[config.mk]
export PLATFORM = sky130hd
export DESIGN_NAME = ctrl_seq_flat
export DESIGN_NICKNAME = d
export VERILOG_FILES = /design/src/rtl/ctrl_seq_if.sv /design/src/rtl/ctrl_seq.sv /design/src/flat_wrapper.sv
export SDC_FILE = /design/constraint.sdc
export NUM_CORES = 1
export LEC_CHECK = 0
export CORE_MARGIN = 2
export CORE_UTILIZATION = 53
export CTS_BUF_LIST = sky130_fd_sc_hd__clkbuf_8
export DETAILED_ROUTE_END_ITERATION = 6
export PLACE_DENSITY = 0.86
export SYNTH_ARGS = -nofsm -noshare
export SYNTH_HDL_FRONTEND = slang
export SYNTH_SLANG_ARGS = --single-unit
[constraint.sdc]
create_clock -name Clk -period 5.25 [get_ports Clk]
set_clock_uncertainty 0.15 [all_clocks]
set_input_delay 1.05 -clock Clk [delete_from_list [all_inputs] [get_ports Clk]]
set_output_delay 1.05 -clock Clk [all_outputs]
set_load 0.03 [all_outputs]
[src/rtl/ctrl_seq_if.sv]
// Fetch-to-control instruction handshake: the fetch unit masters InstrValid/Instruction,
// ctrl_seq answers with InstrReady.
interface ctrl_seq_if #(
  parameter int IW = 9
);
  logic          InstrValid;
  logic [IW-1:0] Instruction;
  logic          InstrReady;

  modport master (output InstrValid, output Instruction, input InstrReady);
  modport slave  (input InstrValid, input Instruction, output InstrReady);
endinterface

[src/rtl/ctrl_seq.sv]
// Sequenced control unit for the 9-bit ISA: instruction register, IDLE/EXEC/MEM_WAIT/HALT
// sequencer, control decode, sticky halt acknowledge and a saturating retired-instruction count.
module ctrl_seq #(
  parameter int IW      = 9,
  parameter int DW      = 8,
  parameter int MEM_LAT = 1,
  parameter int CNTW    = 16
) (
  input  logic            Clk,
  input  logic            Reset,
  ctrl_seq_if.slave       fetch,
  input  logic [1:0]      SubstringIndex,
  output logic            JumpEqual,
  output logic            JumpNotEqual,
  output logic            OffsetEn,
  output logic [1:0]      PCRegSelect,
  output logic            RegWrEn,
  output logic            MemWrEn,
  output logic            MemRdEn,
  output logic [2:0]      WriteSource,
  output logic [3:0]      ReadRegAddrA,
  output logic [3:0]      ReadRegAddrB,
  output logic [3:0]      WriteRegAddr,
  output logic [3:0]      ALUOp,
  output logic [DW-1:0]   ImmOut,
  output logic            PCAdvance,
  output logic            Ack,
  output logic [CNTW-1:0] RetiredCount
);

  localparam logic [3:0] K_ADD = 4'd0;
  localparam logic [3:0] K_SUB = 4'd1;
  localparam logic [3:0] K_LSH = 4'd2;
  localparam logic [3:0] K_RSH = 4'd3;
  localparam logic [3:0] K_XOR = 4'd4;
  localparam logic [3:0] K_RXR = 4'd5;
  localparam logic [3:0] K_ORR = 4'd6;
  localparam logic [3:0] K_SB1 = 4'd7;
  localparam logic [3:0] K_DB1 = 4'd11;
  localparam logic [3:0] LAT_M1 = 4'(MEM_LAT - 1);

  typedef enum logic [1:0] {S_IDLE, S_EXEC, S_MEM_WAIT, S_HALT} state_t;

  state_t          r_state;
  logic [IW-1:0]   r_ir;
  logic [3:0]      r_wait;
  logic            r_ack;
  logic [CNTW-1:0] r_retired;

  logic       w_exec, w_wait, w_is_ld, w_retire, w_ready, w_accept, w_halt_instr;
  logic [5:0] w_op;
  logic [3:0] w_rd, w_rc, w_rs;

  assign w_op         = r_ir[IW-1 -: 6];
  assign w_rd         = {1'b0, r_ir[4:2]};
  assign w_rc         = 4'd9 + {2'b00, r_ir[2:1]};
  assign w_rs         = 4'd13 + {2'b00, r_ir[2:1]};
  assign w_exec       = (r_state == S_EXEC);
  assign w_wait       = (r_state == S_MEM_WAIT);
  assign w_is_ld      = (r_ir[IW-1 -: 5] == 5'b01000);
  // Loads retire on their writeback cycle; everything else retires in EXEC.
  assign w_retire     = (w_exec & ~w_is_ld) | (w_wait & (r_wait == 4'd0));
  assign w_ready      = Reset & ((r_state == S_IDLE) | w_retire);
  assign w_accept     = fetch.InstrValid & w_ready;
  assign w_halt_instr = &fetch.Instruction;

  assign fetch.InstrReady = w_ready;
  assign PCAdvance        = w_retire;
  assign Ack              = r_ack;
  assign RetiredCount     = r_retired;

  // Sequencer: IR capture, state transitions, load wait counter, halt flag, retire count.
  always_ff @(posedge Clk or negedge Reset) begin
    if (!Reset) begin
      r_state   <= S_IDLE;
      r_ir      <= '0;
      r_wait    <= 4'd0;
      r_ack     <= 1'b0;
      r_retired <= '0;
    end else begin
      if (w_accept) begin
        r_ir    <= fetch.Instruction;
        r_state <= w_halt_instr ? S_HALT : S_EXEC;
        r_ack   <= w_halt_instr;
      end else if (w_retire) begin
        r_state <= S_IDLE;
      end else if (w_exec) begin
        r_state <= S_MEM_WAIT;
        r_wait  <= LAT_M1;
      end else if (w_wait) begin
        r_wait  <= r_wait - 4'd1;
      end else begin
        r_state <= r_state;
      end
      if (w_retire && (r_retired != {CNTW{1'b1}})) begin
        r_retired <= r_retired + {{(CNTW-1){1'b0}}, 1'b1};
      end else begin
        r_retired <= r_retired;
      end
    end
  end

  // Control decode from IR; only EXEC/MEM_WAIT drive anything, so IDLE, HALT and reset read as NOP.
  always_comb begin
    JumpEqual    = 1'b0;
    JumpNotEqual = 1'b0;
    OffsetEn     = 1'b0;
    PCRegSelect  = 2'd0;
    RegWrEn      = 1'b0;
    MemWrEn      = 1'b0;
    MemRdEn      = 1'b0;
    WriteSource  = 3'd0;
    ReadRegAddrA = 4'd0;
    ReadRegAddrB = 4'd0;
    WriteRegAddr = 4'd0;
    ALUOp        = K_ADD;
    ImmOut       = '0;
    casez ({w_exec | w_wait, w_op})
      7'b1_000???: begin WriteRegAddr = {1'b0, r_ir[5:3]}; ReadRegAddrA = 4'd8;
                         ReadRegAddrB = {1'b0, r_ir[2:0]}; ALUOp = K_LSH; RegWrEn = w_exec; end
      7'b1_001???: begin WriteRegAddr = {1'b0, r_ir[5:3]}; ReadRegAddrA = 4'd8;
                         ReadRegAddrB = {1'b0, r_ir[2:0]}; ALUOp = K_RSH; RegWrEn = w_exec; end
      7'b1_0110??: begin ReadRegAddrA = w_rd; ReadRegAddrB = 4'd8; WriteRegAddr = w_rd;
                         ALUOp = K_XOR; RegWrEn = w_exec; end
      7'b1_0111??: begin ReadRegAddrA = w_rd; WriteRegAddr = w_rd; ALUOp = K_RXR; RegWrEn = w_exec; end
      7'b1_1101??: begin ReadRegAddrA = w_rd; ReadRegAddrB = {2'b01, r_ir[1:0]}; WriteRegAddr = w_rd;
                         ALUOp = K_ORR; RegWrEn = w_exec; end
      7'b1_1110??: begin ReadRegAddrA = w_rd; ReadRegAddrB = 4'd8; WriteRegAddr = w_rd;
                         ALUOp = r_ir[1] ? K_SUB : K_ADD; RegWrEn = w_exec; end
      7'b1_1111??: begin WriteRegAddr = 4'd8; WriteSource = 3'b100; ImmOut = DW'(r_ir[4:0]);
                         RegWrEn = w_exec; end
      7'b1_1000??: begin PCRegSelect = r_ir[3:2]; JumpEqual = ~r_ir[4]; JumpNotEqual = r_ir[4]; end
      7'b1_1001??: begin PCRegSelect = r_ir[4:3]; OffsetEn = r_ir[2]; end
      7'b1_1010??: begin WriteRegAddr = w_rd; ReadRegAddrA = 4'd6;
                         WriteSource = r_ir[1] ? 3'b011 : 3'b010; RegWrEn = w_exec; end
      // Load keeps its addresses/source across the wait; the write strobe fires once on writeback.
      7'b1_01000?: begin ReadRegAddrA = 4'd1; WriteRegAddr = {1'b0, r_ir[3:1]}; WriteSource = 3'b001;
                         MemRdEn = w_exec; RegWrEn = w_wait & (r_wait == 4'd0); end
      7'b1_01001?: begin MemWrEn = w_exec; ReadRegAddrA = 4'd1; ReadRegAddrB = {1'b0, r_ir[3:1]}; end
      7'b1_101100: begin WriteRegAddr = w_rc; RegWrEn = w_exec; end
      7'b1_101101: begin WriteRegAddr = w_rc; ReadRegAddrA = 4'd8; ReadRegAddrB = w_rc; RegWrEn = w_exec; end
      7'b1_101110: begin MemWrEn = w_exec; ReadRegAddrA = w_rs; ReadRegAddrB = w_rc; end
      7'b1_101111: begin ReadRegAddrA = 4'd12; end
      7'b1_1100??: begin ReadRegAddrA = 4'd8; ReadRegAddrB = 4'd0; end
      7'b1_01010?: begin ReadRegAddrA = 4'd5; WriteRegAddr = {1'b0, r_ir[3:1]};
                         ALUOp = K_SB1 + {2'b00, SubstringIndex}; RegWrEn = w_exec; end
      7'b1_01011?: begin ReadRegAddrA = 4'd5; ReadRegAddrB = 4'd6; WriteRegAddr = {1'b0, r_ir[3:1]};
                         ALUOp = K_DB1 + {2'b00, SubstringIndex}; RegWrEn = w_exec; end
      default: begin ALUOp = K_ADD; end
    endcase
  end

endmodule
[src/flat_wrapper.sv]
// flat-port wrapper written by rule: the top's interface ports become plain ports
module ctrl_seq_flat 
#(
  parameter int IW      = 9,
  parameter int DW      = 8,
  parameter int MEM_LAT = 1,
  parameter int CNTW    = 16
)
  (Clk, Reset, SubstringIndex, JumpEqual, JumpNotEqual, OffsetEn, PCRegSelect, RegWrEn, MemWrEn, MemRdEn, WriteSource, ReadRegAddrA, ReadRegAddrB, WriteRegAddr, ALUOp, ImmOut, PCAdvance, Ack, RetiredCount, fetch_InstrValid, fetch_Instruction, fetch_InstrReady);
  ctrl_seq_if #(.IW(IW)) fetch_i ();
  input  logic Clk;
  input  logic Reset;
  input  logic [1:0] SubstringIndex;
  output logic JumpEqual;
  output logic JumpNotEqual;
  output logic OffsetEn;
  output logic [1:0] PCRegSelect;
  output logic RegWrEn;
  output logic MemWrEn;
  output logic MemRdEn;
  output logic [2:0] WriteSource;
  output logic [3:0] ReadRegAddrA;
  output logic [3:0] ReadRegAddrB;
  output logic [3:0] WriteRegAddr;
  output logic [3:0] ALUOp;
  output logic [DW-1:0] ImmOut;
  output logic PCAdvance;
  output logic Ack;
  output logic [CNTW-1:0] RetiredCount;
  input wire logic [$bits(fetch_i.InstrValid)-1:0] fetch_InstrValid;
  input wire logic [$bits(fetch_i.Instruction)-1:0] fetch_Instruction;
  output wire logic [$bits(fetch_i.InstrReady)-1:0] fetch_InstrReady;
  assign fetch_i.InstrValid = fetch_InstrValid;
  assign fetch_i.Instruction = fetch_Instruction;
  assign fetch_InstrReady = fetch_i.InstrReady;
  ctrl_seq #(.IW(IW), .DW(DW), .MEM_LAT(MEM_LAT), .CNTW(CNTW)) u_core (.Clk(Clk), .Reset(Reset), .fetch(fetch_i), .SubstringIndex(SubstringIndex), .JumpEqual(JumpEqual), .JumpNotEqual(JumpNotEqual), .OffsetEn(OffsetEn), .PCRegSelect(PCRegSelect), .RegWrEn(RegWrEn), .MemWrEn(MemWrEn), .MemRdEn(MemRdEn), .WriteSource(WriteSource), .ReadRegAddrA(ReadRegAddrA), .ReadRegAddrB(ReadRegAddrB), .WriteRegAddr(WriteRegAddr), .ALUOp(ALUOp), .ImmOut(ImmOut), .PCAdvance(PCAdvance), .Ack(Ack), .RetiredCount(RetiredCount));
endmodule
Word-level counts from Yosys, hierarchy flattened:

Cells that the tools add are included.

* register bits after elaboration: 32
* output and inout port bits: 54

* multiplexer cells: 21
* bitwise operators: 11
* equal/unequal tests: 23
* reductions and logical operators: 19
* $add $sub $neg: 6

Operators with widths (count)
* $eq A5 B5 Y1 const B: 9
* $pmux W4 S8: 1
* $eq A7 B7 Y1 const B: 4
* $pmux W4 S7: 1
* $eq A6 B6 Y1 const B: 4
* $pmux W4 S6: 1
* $pmux W4 S5: 1
* $add A16 B1 Y16 const B: 1
* $ne A16 B16 Y1 const B: 1
* $reduce_or A2 Y1: 7
* $reduce_or A12 Y1: 1
* $pmux W3 S3: 1
* $reduce_and A9 Y1: 1
* $add A4 B2 Y4 const A: 2
* $eq A4 B4 Y1 const B: 2
* $mux W2: 4
* $mux W4: 2
* $reduce_or A4 Y1: 2
* $mux W1: 7
* $eq A5 B4 Y1 const B: 1
* $mux W5: 1
* $reduce_or A5 Y1: 1
* $add A3 B2 Y4 const A: 1
* $add A3 B3 Y4 const A: 1
* 15 further kinds: 23

Longest topological paths before layout:

Gate-level depths: netlist of run 1.

* word-level depth: 9
* gate-level depth with buffers: 8

Least setup slack after synthesis of run 1:

No wires, ideal clock.

* path kind: register to output
* from: register u_core.r_state[0]
* to: output ReadRegAddrA[0]
* data required time: 4.050 ns
* setup slack: 1.780 ns
* stages on the path, launching flop included: 6
* arrival time: 2.270 ns
* path through: dfrtp_1 -> inv_1 -> ha_1 -> clkbuf_1 -> nand3_1 -> o41ai_1

* word-level cells in the longest chain between the ends: 5

Ends and longest elaborated chain
* from (decl): RTL line ctrl_seq.sv:44 `state_t r_state;`
* from (signal assigned): RTL line ctrl_seq.sv:83 `r_state <= w_halt_instr ? S_HALT : S_EXEC;`
* from (signal assigned): RTL line ctrl_seq.sv:93 `r_state <= r_state;`
* $eq A2 B1 Y1 or $eq A2 B2 Y1 (tied branches): RTL line ctrl_seq.sv:58, ctrl_seq.sv:59
* $or A1 B1 Y1 *: RTL line ctrl_seq.sv:118 `casez ({w_exec | w_wait, w_op})`
* $eq A7 B7 Y1, or another cell as far along: RTL line ctrl_seq.sv:118
* $reduce_or A4 Y1 (no source line) or $reduce_or A2 Y1 (tied branches)
* $pmux W4 S7 *: RTL line ctrl_seq.sv:118
* to (decl): RTL line flat_wrapper.sv:22 `output logic [3:0] ReadRegAddrA;`

Every way passes the cells marked *; elsewhere a longest branch is shown, timed or not.

Worst setup path after layout of run 1:

* from: input SubstringIndex[0]
* to: output ALUOp[2]

* word-level cells in the longest chain between the ends: 2

Ends and longest elaborated chain
* from (decl): RTL line flat_wrapper.sv:13 `input logic [1:0] SubstringIndex;`
* $add A4 B2 Y4 or $add A3 B2 Y4 (tied branches): RTL line ctrl_seq.sv:148, ctrl_seq.sv:146
* $pmux W4 S8 *: RTL line ctrl_seq.sv:118
* to (decl): RTL line flat_wrapper.sv:25 `output logic [3:0] ALUOp;`

Marks and branches as above.

==> results of run 1 <==
[per-layer routing]
layer  global-route usage, %  vias up
li1                        -     1088
met1                    35.3     1076
met2                    39.8      122
met3                    5.70       13
met4                    8.39        0
met5                       0        -
[flip-flops by register name (all words and copies together), names as in the netlist]
register	cells
u_core.r_state	2
u_core.RetiredCount	16
u_core.r_wait	4
u_core.Ack	1
u_core.r_ir	9
[cell usage in the layout (no fill, tap or decap), types with 3 or more instances in the layout]
cell type        instances
nand2_1                 32
xnor2_1                 15
clkdlybuf4s50_1         64
o31ai_1                  4
o21a_1                   3
clkbuf_8                 7
mux2_2                   7
o211ai_1                 4
a21boi_0                 4
nor3_1                   8
inv_1                   14
nor2b_1                  9
a21oi_1                 13
nor2_1                  15
conb_1                   3
nand4_1                  6
nand3_1                 19
o21ai_0                  6
dfrtp_1                 32
and3_1                   4
nand2b_1                 4
ha_1                     7
and2_1                   5
o21ai_1                  5
o22ai_1                  4
[cell type report]
cell class,count,area [um2]
Clock buffer,7,96.3
Sequential cell,32,801
Timing Repair Buffer,66,656
Inverter,14,52.6
Fill cell,351,1210
Tap cell,52,65.1
Multi-Input combinational cell,214,1410
Clock inverter,1,30.0
[worst max-delay path by stage]
stage,to,slack [ns],startpoint
floorplan,ReadRegAddrA[0],1.78,u_core.r_state[0]
global placement,ALUOp[2],1.16,SubstringIndex[0]
detailed placement,ALUOp[2],1.09,SubstringIndex[0]
CTS,ALUOp[2],1.09,SubstringIndex[0]
global route,WriteRegAddr[0],0.99,u_core.r_ir[7]
finish,ALUOp[2],1.10,SubstringIndex[0]
[where the power goes]
| part | switching (mW) | internal (mW) |
|---|---|---|
| Clock | 0.0921 | 0.167 |
| Sequential | 0.203 | 0.327 |
| Combinational | 0.688 | 0.486 |
[synth_stat cells, types with 6 or more instances]
library cell	instances	share of area (%)
dfrtp_1	32	34
nand2_1	32	5.1
nand3_1	19	4.0
nor2_1	15	2.4
xnor2_1	15	5.6
inv_1	14	2.2
a21oi_1	13	2.8
clkbuf_1	11	1.8
nor2b_1	9	2.4
nor3_1	8	1.7
ha_1	7	3.7
mux2_2	7	3.4
nand4_1	6	1.6
o21ai_0	6	1.3
[stage by stage]
stage                     total power, mW  hold slack, ns
final                                1.96           0.349
after global routing                 2.08           0.384
after CTS                            1.95           0.356
after detailed placement             1.68           0.341
after global placement               1.66           0.333
after floorplan                      1.31           0.314
[logic make-up after synthesis]
| family | Yosys count |
|---|---|
| adders and majority gates | 7 |
| and+or+nand+nor | 116 |
| other | 1 |
| DFF | 32 |
| buffers and inverters | 35 |
| AOI/OAI and AO/OA | 63 |
| muxes | 8 |
| xor gates and xnor gates | 17 |
==> results.sh, run 1 <==
export IMPL_fp_dieW_um=70.6
export IMPL_clkSinkCount=32
export IMPL_slew_violations=0
export IMPL_cp_start_kind="input port"
export IMPL_grt_pass1_vias=2090
export IMPL_synthDistinctLibCells=57
export IMPL_hp_class="reg2reg"
export IMPL_rr_endpoint="u_core.r_ir[7]"
export IMPL_ir_drop_uv=405
export IMPL_cts_tree="built"
export IMPL_p_leak_nw=1.22
export IMPL_wl_um=6220
export IMPL_ctsRootBufferMaster="clkbuf_8"
export IMPL_maxCapViolCount=0
export IMPL_critPathMaxStageDelay_ns=0.66
export IMPL_ys_async_sr_fraction_pct=100
export IMPL_nets=354
export IMPL_drive_gt1_share_pct=7.49
export IMPL_clkLatencyLatePin_ns=0.29
export IMPL_cp_top_family="buffers and inverters"
export IMPL_die_h_um=70.6
export IMPL_final_area_mm2=0.00311
export IMPL_dp_slack_ns=1.09
export IMPL_die_area_mm2=0.00498
export IMPL_grt_use_total_pct=25.4
export IMPL_top_layer_used="met4"
export IMPL_dpl_cell_area_mm2=0.00298
export IMPL_drc=0
export IMPL_whs_path_depth=1
export IMPL_fin_setup_tns_ns=0
export IMPL_setup_viol=0
export IMPL_worst_ep_arrival_time_ns=2.95
export IMPL_grt_pass1_wl_um=10100
export IMPL_reg2reg_slack_ns=2.65
export IMPL_synth_main_ff_cell="dfrtp_1"
export IMPL_relSlewSlack_pct=50.3
export IMPL_min_delay_start="u_core.RetiredCount[8]"
export IMPL_synthAdderAreaFrac_pct=3.73
export IMPL_drtPass1Iterations=5
export IMPL_cts_buffers=5
export IMPL_drt_initial_drc_count=224
export IMPL_cp_max_fo=2
export IMPL_netlist_area_mm2=0.00235
export IMPL_synth_seq_cells=32
export IMPL_viasPerCell=5.96
export IMPL_fin_ws_ns=1.10
export IMPL_cts_setup_buffers=0
export IMPL_start_util_pct=54.3
export IMPL_r2r_cells=6
export IMPL_wire_per_inst_um=16.1
export IMPL_grt_max_degree=34
export IMPL_netlist_instances=279
export IMPL_hold_viol_final=0
export IMPL_critPathRequiredTime_ns=4.05
export IMPL_hold_buffers=0
export IMPL_synth_compound_area_share_pct=19.7
export IMPL_ys_warn_count=0
export IMPL_pin_count=68
export IMPL_wl_met2_um=2950
export IMPL_num_vias=2299
export IMPL_path_depth=7
export IMPL_crit_path_frequent_cell="clkdlybuf4s50_1"
export IMPL_r2r_start="u_core.r_state[1]"
export IMPL_wl_met1_um=2650
export IMPL_finish_utilization_pct=71.9
export IMPL_cts_resized=0
export IMPL_powerDensity_mw_per_mm2=631
export IMPL_portBuffers=64
export IMPL_ant_nets=0
export IMPL_outcome="complete, no violations"
export IMPL_core_mm2=0.00432
export IMPL_dr_wl_met3_um=515
export IMPL_avgSynthCellArea_um2=8.42
export IMPL_path_cells="clkdlybuf4s50_1 > inv_1 > ha_1 > xnor2_1 > a21oi_1 > o2111a_1 > clkdlybuf4s50_1"
export IMPL_h_tree_depth=2
export IMPL_dp_hpwl_um=4380
export IMPL_num_rows=24
export IMPL_fmax_ghz=0.241
export IMPL_period_share_pct=79.1
export IMPL_synthXorXnorAreaFrac_pct=6.34
export IMPL_final_instance_count_excl_fill=386
export IMPL_cts_max_path_buffers=2
export IMPL_yosys_mux_area_fraction_pct=3.78
export IMPL_synth_top_family_by_area="simple AND/OR/NAND/NOR gates"
export IMPL_post_route_min_period_ns=4.15
export IMPL_hold_end="u_core.RetiredCount[8]"
export IMPL_rsz0062_at_grt="false"
export IMPL_area_growth_pct=32.3
export IMPL_diodes=0
export IMPL_synth_edff_count=0
export IMPL_grt_ovfl_total=0
export IMPL_tightest_slew_ns=0.745
export IMPL_gp_congestion=0.934
export IMPL_placedCellCount=378
export IMPL_yosys_area_share_simple_pct=25.9
export IMPL_critical_path_class="in2out"
export IMPL_crit_path_end_kind="output port"
export IMPL_critPathSlowestCell="clkdlybuf4s50_1"
export IMPL_grt_antenna_before_repair=0
export IMPL_ys_seq_area_share_pct=34.1
export IMPL_path_buf_inv=3
export IMPL_clk_pin_slew_ns=0.07
No activity file was read; power rests on OpenSTA's default activity.
==> run 2: changes to the inputs <==
--- a/config.mk
+++ b/config.mk
@@ -6,10 +6,10 @@
 export NUM_CORES = 1
 export LEC_CHECK = 0
 export CORE_MARGIN = 2
-export CORE_UTILIZATION = 53
+export CORE_UTILIZATION = 45
 export CTS_BUF_LIST = sky130_fd_sc_hd__clkbuf_8
 export DETAILED_ROUTE_END_ITERATION = 6
-export PLACE_DENSITY = 0.86
+export PLACE_DENSITY = 0.77
 export SYNTH_ARGS = -nofsm -noshare
 export SYNTH_HDL_FRONTEND = slang
 export SYNTH_SLANG_ARGS = --single-unit
==> constraint.sdc (replaced) <==
create_clock -name Clk -period 3.61 [get_ports Clk]
set_clock_uncertainty 0.15 [all_clocks]
set_input_delay 0.722 -clock Clk [delete_from_list [all_inputs] [get_ports Clk]]
set_output_delay 0.722 -clock Clk [all_outputs]
set_load 0.03 [all_outputs]
==> run 2 against run 1 <==
Sequential power grew 29%; largest power group unchanged; design area grew 1.6%; highest routed layer unchanged; non-clock buffer count grew 8.
==> results.sh, run 2 (synthesis results as in run 1) <==
export IMPL_outcome="complete, no violations"
export IMPL_relSlewSlack_pct=56.6
export IMPL_clkSinkCount=32
export IMPL_slew_violations=0
export IMPL_cts_tree="built"
export IMPL_pwr_share_comb_pct=66.1
export IMPL_critical_path_class="in2out"
export IMPL_cts_buffers=5
export IMPL_grt_pass1_vias=2132
export IMPL_portBuffers=64
export IMPL_clkLatencyLatePin_ns=0.29
export IMPL_ir_drop_uv=515
export IMPL_p_leak_nw=1.30
export IMPL_viasPerCell=5.70
export IMPL_cts_setup_buffers=0
export IMPL_intPower_mw=1.37
export IMPL_rsz0062_at_grt="false"
export IMPL_die_area_mm2=0.00582
export IMPL_cp_top_family="buffers and inverters"
export IMPL_die_h_um=76.3
export IMPL_area_growth_pct=34.5
export IMPL_grt_antenna_before_repair=0
export IMPL_post_route_min_period_ns=3.44
export IMPL_fmax_ghz=0.291
export IMPL_fin_setup_tns_ns=0
export IMPL_placedCellCount=404
export IMPL_register_area_um2=801
export IMPL_h_tree_depth=2
export IMPL_final_cell_mix="clkdlybuf4s50_1, nand2_1, dfrtp_1"
export IMPL_clk_pin_slew_ns=0.08
export IMPL_nets=362
export IMPL_cp_start_kind="input port"
export IMPL_drc=0
export IMPL_swShare_pct=51.3
export IMPL_drt_initial_drc_count=281
export IMPL_fp_dieW_um=76.3
export IMPL_layout_commonest_cell="clkdlybuf4s50_1"
export IMPL_diodes=0
export IMPL_pwr_share_clk_pct=9.7
export IMPL_grt_ovfl_total=0
export IMPL_pin_count=68
export IMPL_grt_max_degree=31
export IMPL_num_vias=2350
export IMPL_hold_buffers=0
export IMPL_largest_reg_flops=16
export IMPL_critPathSlowestCell="clkdlybuf4s50_1"
export IMPL_wire_per_inst_um=15.5
export IMPL_cp_max_fo=2
export IMPL_worst_ep_arrival_time_ns=2.56
export IMPL_grt_use_total_pct=22.2
export IMPL_drtPass1Iterations=5
export IMPL_cts_resized=0
export IMPL_crit_path_end_kind="output port"
export IMPL_path_cells="clkdlybuf4s50_1 > inv_1 > ha_1 > xnor2_1 > a21oi_1 > o2111a_1 > clkdlybuf4s50_1"
export IMPL_hold_viol_final=0
export IMPL_critPathRequiredTime_ns=2.74
export IMPL_tightest_slew_ns=0.651
export IMPL_dp_hpwl_um=4700
export IMPL_gp_congestion=0.923
export IMPL_seq_power_share_pct=24.2
export IMPL_num_rows=26
export IMPL_multi_input_area_mm2=0.00141
export IMPL_n_fill_cell=465
export IMPL_hp_class="reg2reg"
export IMPL_maxCapViolCount=0
export IMPL_power_total_mw=2.81
export IMPL_core_mm2=0.00507
export IMPL_path_buf_inv=3
export IMPL_wl_um=6380
export IMPL_final_instance_count_excl_fill=412
export IMPL_ctsRootBufferMaster="clkbuf_8"
export IMPL_drive_gt1_share_pct=10.2
export IMPL_grt_pass1_wl_um=10600
export IMPL_switchingPower_mw=1.44
export IMPL_powerDensity_mw_per_mm2=888
export IMPL_crit_path_frequent_cell="clkdlybuf4s50_1"
export IMPL_period_share_pct=95.2
export IMPL_ant_nets=0
export IMPL_start_util_pct=46.3
export IMPL_critPathMaxStageDelay_ns=0.66
export IMPL_cts_max_path_buffers=2
export IMPL_setup_viol=0
run 2: cell count changes in the layout (fill, tap and decap cells not counted), sizes merged:
cell / delta
clkdlybuf4s50: -4
clkinv: +3
buf: +9
clkbuf: -2
dlymetal6s2s: +3
bufinv: -1
run 2: final timing paths:
check / from / endpoint / slack (ns) / depth (start not counted)
max: SubstringIndex[0] / ALUOp[2] / 0.17 / 7
max reg2reg: u_core.r_state[1] / u_core.RetiredCount[1] / 1.02 / 6
min reg2reg: u_core.r_wait[1] / u_core.r_wait[1] / 0.36 / 2
min in group asynchronous: Reset / u_core.r_wait[0] / 0.50 / 1
min: u_core.r_wait[1] / u_core.r_wait[1] / 0.36 / 2
max in group asynchronous: Reset / u_core.RetiredCount[9] / 2.15 / 2
run 2: power by group through the flow:
| stage | Combinational [mW] | Clock (mW) | Sequential, mW |
|---|---|---|---|
| 2_1_floorplan | 1.27 | 0 | 0.640 |
| 3_3_place_gp | 1.82 | 0 | 0.676 |
| 3_5_place_dp | 1.85 | 0 | 0.678 |
| 4_1_cts | 1.85 | 0.278 | 0.673 |
| 5_1_grt | 2.00 | 0.298 | 0.706 |
| 6_report | 1.86 | 0.272 | 0.680 |
run 2: layer usage:
| metal | track usage [%] | vias to the layer above | routed length (um) | part of all wire, % |
|---|---|---|---|---|
| met5 | 0 | - | 0 | 0 |
| met4 | 6.36 | 0 | 90 | 1.4 |
| met3 | 4.15 | 10 | 506 | 7.9 |
| met2 | 36.5 | 112 | 3060 | 48 |
| met1 | 29.8 | 1119 | 2720 | 43 |
| li1 | - | 1109 | - | - |
run 2: through the flow:
stage                     setup WS (ns)  instance area [um2]  utilization (%)  hold slack [ns]
final                             0.174                 3160             62.3            0.360
after global routing             0.0434                 3160             62.3            0.382
after CTS                         0.119                 3150             62.1            0.355
after detailed placement          0.177                 3060             60.4            0.340
after global placement            0.196                 3060             60.4            0.330
after floorplan                   0.468                 2360                -            0.276
run 2: final cells by class:
type,instances,area share (%)
inverters,14,1.66
well taps,70,2.77
clock buffers,5,2.18
multi-input cells,214,44.7
repair buffers,74,22.8
flip-flops and latches,32,25.3
clock inverters,3,0.594
run 2: worst register-to-register path: cells and delay by family (launching register included):
kind / cells / cell delay, ns
mux: 1 / 0.40
flops: 1 / 0.40
fa+ha+maj: 1 / 0.48
buf+inv: 1 / 0.09
compound gates: 3 / 0.94
